$ cat src/rtl/pps_raw_capture_if.sv
// Raw ADC sample bus feeding the PPS capture stage: one I/Q pair plus its qualifier.
// adc_valid qualifies adc_i/adc_q in the same cycle. There is no ready: the consumer
// takes a sample only when it is armed, and samples offered at other times are dropped.
interface pps_raw_capture_if #(
    parameter int ADC_W = 12
);
    logic [ADC_W-1:0] adc_i;
    logic [ADC_W-1:0] adc_q;
    logic             adc_valid;

    modport master (output adc_i, output adc_q, output adc_valid);
    modport slave  (input  adc_i, input  adc_q, input  adc_valid);
endinterface

$ cat src/rtl/pps_raw_capture.sv
// Synchronizes PPS, measures its period and grabs the first valid raw I/Q sample after
// each accepted edge, packing sample, sequence and health flags into user_data_out.
module pps_raw_capture #(
    parameter int          ADC_W          = 12,
    parameter int unsigned NOM_PERIOD     = 256000000,
    parameter int unsigned TOL            = 1000,
    parameter int unsigned SAMPLE_TIMEOUT = 16
) (
    input  logic             user_clk,
    input  logic             user_rst,
    input  logic             pps_in,
    input  logic             enable,
    pps_raw_capture_if.slave adc,
    output logic [31:0]      user_data_out,
    output logic [31:0]      period_out,
    output logic [31:0]      pps_count,
    output logic             pps_pulse,
    output logic [1:0]       state_dbg
);

    typedef enum logic [1:0] {
        ST_IDLE = 2'd0,
        ST_WAIT = 2'd1,
        ST_DONE = 2'd2
    } state_t;

    localparam int TW = $clog2(SAMPLE_TIMEOUT + 1) + 1;

    state_t        state;
    state_t        state_nxt;
    logic          s1;
    logic          s2;
    logic          s3;
    logic [31:0]   cnt;
    logic [31:0]   dev;
    logic          first_seen;
    logic          period_ok;
    logic          period_ok_nxt;
    logic          overrun;
    logic [TW-1:0] timer;
    logic          timer_hit;
    logic          cap_sample;
    logic          cap_timeout;
    logic          timer_load;
    logic          ovr_set;
    logic [3:0]    seq_pack;
    logic          ok_pack;
    logic          ovr_pack;
    logic [11:0]   i12;
    logic [11:0]   q12;

    // PPS synchronizer; s3 is the previous sample used for rising-edge detection.
    always_ff @(posedge user_clk) begin
        if (user_rst) begin
            s1 <= 1'b0;
            s2 <= 1'b0;
            s3 <= 1'b0;
        end else begin
            s1 <= pps_in;
            s2 <= s1;
            s3 <= s2;
        end
    end

    assign pps_pulse = s2 & ~s3 & enable;

    assign dev           = (cnt >= NOM_PERIOD) ? (cnt - NOM_PERIOD) : (NOM_PERIOD - cnt);
    assign period_ok_nxt = first_seen & (dev <= TOL);

    always_ff @(posedge user_clk) begin
        if (user_rst) begin
            cnt        <= 32'd0;
            period_out <= 32'd0;
            pps_count  <= 32'd0;
            first_seen <= 1'b0;
            period_ok  <= 1'b0;
        end else if (pps_pulse) begin
            cnt        <= 32'd1;
            period_out <= cnt;
            pps_count  <= pps_count + 32'd1;
            first_seen <= 1'b1;
            period_ok  <= period_ok_nxt;
        end else if (cnt != 32'hFFFF_FFFF) begin
            cnt <= cnt + 32'd1;
        end
    end

    // A capture in the pulse cycle must report the values that pulse is about to commit.
    assign seq_pack = pps_count[3:0] + {3'd0, pps_pulse};
    assign ok_pack  = pps_pulse ? period_ok_nxt : period_ok;
    assign ovr_pack = overrun | ovr_set;

    generate
        if (ADC_W >= 12) begin : g_adc_msb
            assign i12 = adc.adc_i[ADC_W-1 -: 12];
            assign q12 = adc.adc_q[ADC_W-1 -: 12];
        end else begin : g_adc_zext
            assign i12 = {{(12 - ADC_W){1'b0}}, adc.adc_i};
            assign q12 = {{(12 - ADC_W){1'b0}}, adc.adc_q};
        end
    endgenerate

    assign timer_hit = (timer == TW'(SAMPLE_TIMEOUT));
    assign state_dbg = state;

    always_ff @(posedge user_clk) begin
        if (user_rst) begin
            state <= ST_IDLE;
        end else begin
            state <= state_nxt;
        end
    end

    // With enable low the FSM stays put; a pulse in DONE is treated exactly like IDLE.
    always_comb begin
        state_nxt = state;
        if (enable) begin
            case (state)
                ST_IDLE, ST_DONE: begin
                    if (pps_pulse) begin
                        state_nxt = adc.adc_valid ? ST_DONE : ST_WAIT;
                    end else begin
                        state_nxt = ST_IDLE;
                    end
                end
                ST_WAIT: begin
                    if (adc.adc_valid || (!pps_pulse && timer_hit)) begin
                        state_nxt = ST_DONE;
                    end
                end
                default: state_nxt = ST_IDLE;
            endcase
        end
    end

    always_comb begin
        cap_sample  = 1'b0;
        cap_timeout = 1'b0;
        timer_load  = 1'b0;
        ovr_set     = 1'b0;
        if (enable) begin
            case (state)
                ST_IDLE, ST_DONE: begin
                    if (pps_pulse) begin
                        cap_sample = adc.adc_valid;
                        timer_load = ~adc.adc_valid;
                    end
                end
                ST_WAIT: begin
                    if (pps_pulse) begin
                        ovr_set    = 1'b1;
                        cap_sample = adc.adc_valid;
                        timer_load = ~adc.adc_valid;
                    end else if (adc.adc_valid) begin
                        cap_sample = 1'b1;
                    end else if (timer_hit) begin
                        cap_timeout = 1'b1;
                    end
                end
                default: ;
            endcase
        end
    end

    // Timer holds cycles since the arming pulse: 1 in the first WAIT cycle.
    always_ff @(posedge user_clk) begin
        if (user_rst) begin
            timer <= '0;
        end else if (timer_load) begin
            timer <= TW'(1);
        end else if (enable && (state == ST_WAIT) && !timer_hit) begin
            timer <= timer + TW'(1);
        end
    end

    always_ff @(posedge user_clk) begin
        if (user_rst) begin
            user_data_out <= 32'd0;
            overrun       <= 1'b0;
        end else begin
            if (cap_sample || cap_timeout) begin
                user_data_out <= {seq_pack, cap_timeout, ok_pack, ovr_pack, 1'b1,
                                  cap_timeout ? 12'd0 : i12,
                                  cap_timeout ? 12'd0 : q12};
            end
            if (cap_sample) begin
                overrun <= 1'b0;
            end else if (ovr_set) begin
                overrun <= 1'b1;
            end
        end
    end

endmodule

$ cat src/flat_wrapper.sv
// flat-port wrapper written by rule: the top's interface ports become plain ports
module pps_raw_capture_flat 
#(
    parameter int          ADC_W          = 12,
    parameter int unsigned NOM_PERIOD     = 256000000,
    parameter int unsigned TOL            = 1000,
    parameter int unsigned SAMPLE_TIMEOUT = 16
)
  (user_clk, user_rst, pps_in, enable, user_data_out, period_out, pps_count, pps_pulse, state_dbg, adc_adc_i, adc_adc_q, adc_adc_valid);
  pps_raw_capture_if #(.ADC_W(ADC_W)) adc_i ();
  input  logic user_clk;
  input  logic user_rst;
  input  logic pps_in;
  input  logic enable;
  output logic [31:0] user_data_out;
  output logic [31:0] period_out;
  output logic [31:0] pps_count;
  output logic pps_pulse;
  output logic [1:0] state_dbg;
  input wire logic [$bits(adc_i.adc_i)-1:0] adc_adc_i;
  input wire logic [$bits(adc_i.adc_q)-1:0] adc_adc_q;
  input wire logic [$bits(adc_i.adc_valid)-1:0] adc_adc_valid;
  assign adc_i.adc_i = adc_adc_i;
  assign adc_i.adc_q = adc_adc_q;
  assign adc_i.adc_valid = adc_adc_valid;
  pps_raw_capture #(.ADC_W(ADC_W), .NOM_PERIOD(NOM_PERIOD), .TOL(TOL), .SAMPLE_TIMEOUT(SAMPLE_TIMEOUT)) u_core (.user_clk(user_clk), .user_rst(user_rst), .pps_in(pps_in), .enable(enable), .adc(adc_i), .user_data_out(user_data_out), .period_out(period_out), .pps_count(pps_count), .pps_pulse(pps_pulse), .state_dbg(state_dbg));
endmodule
$ cat config.mk
export PLATFORM = sky130hd
export DESIGN_NAME = pps_raw_capture_flat
export DESIGN_NICKNAME = d
export VERILOG_FILES = /design/src/rtl/pps_raw_capture_if.sv /design/src/rtl/pps_raw_capture.sv /design/src/flat_wrapper.sv
export SDC_FILE = /design/constraint.sdc
export NUM_CORES = 1
export LEC_CHECK = 0
export CAP_MARGIN = 20
export CORE_MARGIN = 5
export CORE_UTILIZATION = 45
export CTS_BUF_LIST = sky130_fd_sc_hd__clkbuf_8
export DETAILED_ROUTE_END_ITERATION = 6
export PLACE_DENSITY = 0.83
export SETUP_SLACK_MARGIN = 0.02
export SYNTH_ARGS = -nofsm -noshare
export SYNTH_HDL_FRONTEND = slang
export SYNTH_SLANG_ARGS = --single-unit
$ cat constraint.sdc
create_clock -name user_clk -period 3 [get_ports user_clk]
set_input_delay 0.6 -clock user_clk [delete_from_list [all_inputs] [get_ports user_clk]]
set_output_delay 0.6 -clock user_clk [all_outputs]
set_load 0.03 [all_outputs]
==> flow_summary.yaml, run 1 <==
status:
  outcome: "finished clean"
clocking:
  htree_levels: 4
  tritoncts: "yes"
  numClockSinks: 142
  clock_latency_ps: 460
  root_buffer: "clkbuf_8"
  post-cts-setup-buffers: 0
  clk_pin_slew_ps: 90
  cts_inserted_buffers: 17
  hold_buffers: 0
  cts.path.max_buffers: 2
pwr:
  ir_worst_vdd_uv: 263
  power_density_nw_per_um2: 409
  leakage_nw: 3.33
  power_mw: 3.76
cells_and_area:
  instances_no_fill: 1239
  n_fill_cell: 1300
  multi_input_area_um2: 3740
  antennaDiodeCount: 0
  syn_to_final_growth_pct: 34.0
  layout.nets: 1079
  drive_gt1_frac: 0.126
  regArea_um2: 2840
  stdcell_area_um2: 9180
timing:
  period_share: 0.969
  worst_clock_skew_ps: 16.1
  fin_crit_ps: 2910
  rsz0062_at_grt: "true"
  max_freq_mhz: 344
  setup_viol: 0
  hold_violations: 0
  slew_headroom: 0.600
  drv_slew: 0
  max_slew.worst_pin.slew_ps: 600
routing:
  wirelength_um: 18600
  vias_per_cell: 5.42
  drt_first_pass_iters: 5
  vias: 6719
  drt_iter0_markers: 552
  wire_per_inst_um: 15.0
  drc: 0
  ant_nets: 0
yosys:
  synth_nets: 916
  synth_edf_count: 0
  synth_cells: 876
  synth_top_area_cell: "dfxtp_1"
  yosysTopAreaCellShare: 0.415
  ys_warn_count: 0
  yosys-top-cells-area: "dfxtp_1, nand2_1, a21oi_1, nor2_1, xor2_1"
  avgSynthCellArea_um2: 7.82
  synth_cell_types: 61
  synth_area_um2: 6850
  yosysMostFrequentCell: "nand2_1"
  ys.flop_type: "dfxtp_1"
  synth_commonest_cells: "nand2_1, dfxtp_1, nor2_1"
  synth-seq-cells: 142
  synthArstFlopShare: 0
  seq_area_frac_synth: 0.415
worst_setup_path:
  worstSetupPathType: "flip-flop to flip-flop"
  cp_max_fo: 3
  required_ps: 3370
  cp-end-kind: "flip-flop"
  cp.arrival_ps: 3280
  startpoint_type: "flip-flop"
floorplan:
  die_y_um: 133
  core_area_um2: 15100
  row_count: 45
  start_util: 0.454
  dieArea_um2: 17800
  io_pins: 128
  fp.dieW_um: 133
placement:
  placed_area_um2: 8710
  hpwl_um: 13500
  port_buffers: 127
  dp_cells: 1208
  place_congestion: 0.953
min_path:
  min_path_type: "primary input to flip-flop"
global_routing:
  grt_pass1_vias: 6308
  grt_overflow: 0
  grt_pass1_wl_um: 30600
  grtUsageTotal: 0.208
  grt_max_degree: 59
  grt_antenna_before_repair: 0
job:
  max_cap_violations: 0
-- layout make-up --
class | instances | area share
Timing Repair Buffer | 208 | 0.204
Inverter | 20 | 0.00818
Clock inverter | 13 | 0.0181
Clock buffer | 18 | 0.0270
Sequential cell | 142 | 0.310
Multi-Input combinational cell | 650 | 0.407
Tap cell | 188 | 0.0256
-- what timing repair did --
item / CTS / global route
setup endpoints to repair: 2 / 2
gates resized for setup: 2 / 9
pin swaps: 1 / 3
gates cloned: 0 / 0
-- worst max-delay path: stages (launching register included) --
cell	delay, ps
dfxtp_2	330
or4_4	570
nor4_4	240
nand2_1	80
a41o_1	250
or4_4	490
a221o_1	370
a2111oi_4	250
nand4_1	130
o211ai_1	120
-- kinds of logic (layout without fill, tap and decap cells) --
logic type               count (synthesis)  count (layout)  synth area share
adder cells (fa/ha/maj)                 11              11            0.0201
multiplexers                             4               4           0.00584
buffers and inverters                   84             259            0.0480
AO/OA/AOI/OAI                          159             159             0.142
XOR/XNOR                                72              72            0.0920
AND/OR/NAND/NOR                        404             404             0.278
flip-flops                             142             142             0.415
-- per-stage QoR --
step | setup TNS [ps] | hold slack [ps] | utilization | setup slack [ps]
after floorplan | 0 | 414 | - | 33.0
after global placement | -16.4 | 434 | 0.578 | -10.1
after detailed placement | -112 | 434 | 0.578 | -60.7
after CTS | 0 | 296 | 0.605 | 76.2
after global routing | -68.0 | 315 | 0.608 | -38.1
final | 0 | 319 | 0.608 | 93.3
-- sequential cells by signal, summed over array words and instances, names as in the netlist --
register	flops
u_core.s2	1
u_core.overrun	1
u_core.state_dbg	2
u_core.user_data_out	32
u_core.period_ok	1
u_core.first_seen	1
u_core.s1	1
u_core.pps_count	32
u_core.cnt	32
u_core.timer	6
u_core.period_out	32
u_core.s3	1
-- layout by cell type (no fill, tap or decap), drive strengths merged, types with 9 or more instances in the layout --
master and count:
buf 83, nor2 104, a21oi 86, xor2 41, or3 9, dfxtp 142, nor4 11, and3 12
clkbuf 18, ha 11, inv 23, nand4 17, nor3 25, xnor2 31, clkdlybuf4s50 125, nand2 151
nor2b 9, nand3 32, o21ai 23
-- path summary, 6_finish.rpt --
| path | startpoint | endpoint | slack, ps | depth (start not counted) |
|---|---|---|---|---|
| setup / recovery | u_core.cnt[20] | u_core.user_data_out[26] | 90 | 9 |
| hold / removal | user_rst | u_core.s3 | 320 | 2 |
| hold reg to reg | u_core.s1 | u_core.s2 | 440 | 1 |
| setup reg to reg | u_core.cnt[20] | u_core.user_data_out[26] | 90 | 9 |
-- routing by layer --
layer,GRT usage,up-vias,part of all wire
met5,0,-,0
met4,0.0840,0,0.024
met3,0.0480,35,0.062
met2,0.333,225,0.47
met1,0.271,3152,0.45
li1,-,3307,-
-- report_power, final --
group / internal [mW] / leakage [nW] / switching, mW
clock network: 0.844 / 0.212 / 0.766
logic: 0.106 / 1.98 / 0.135
registers: 1.90 / 1.15 / 0.0100
Note: power is estimated with default switching activity, not from simulation.
==> run 2, diff against run 1 <==
- CTS_CLUSTER_DIAMETER: not set -> 100
==> results of run 2 <==
No change in the layout: final DEF, timing and power equal those of run 1.
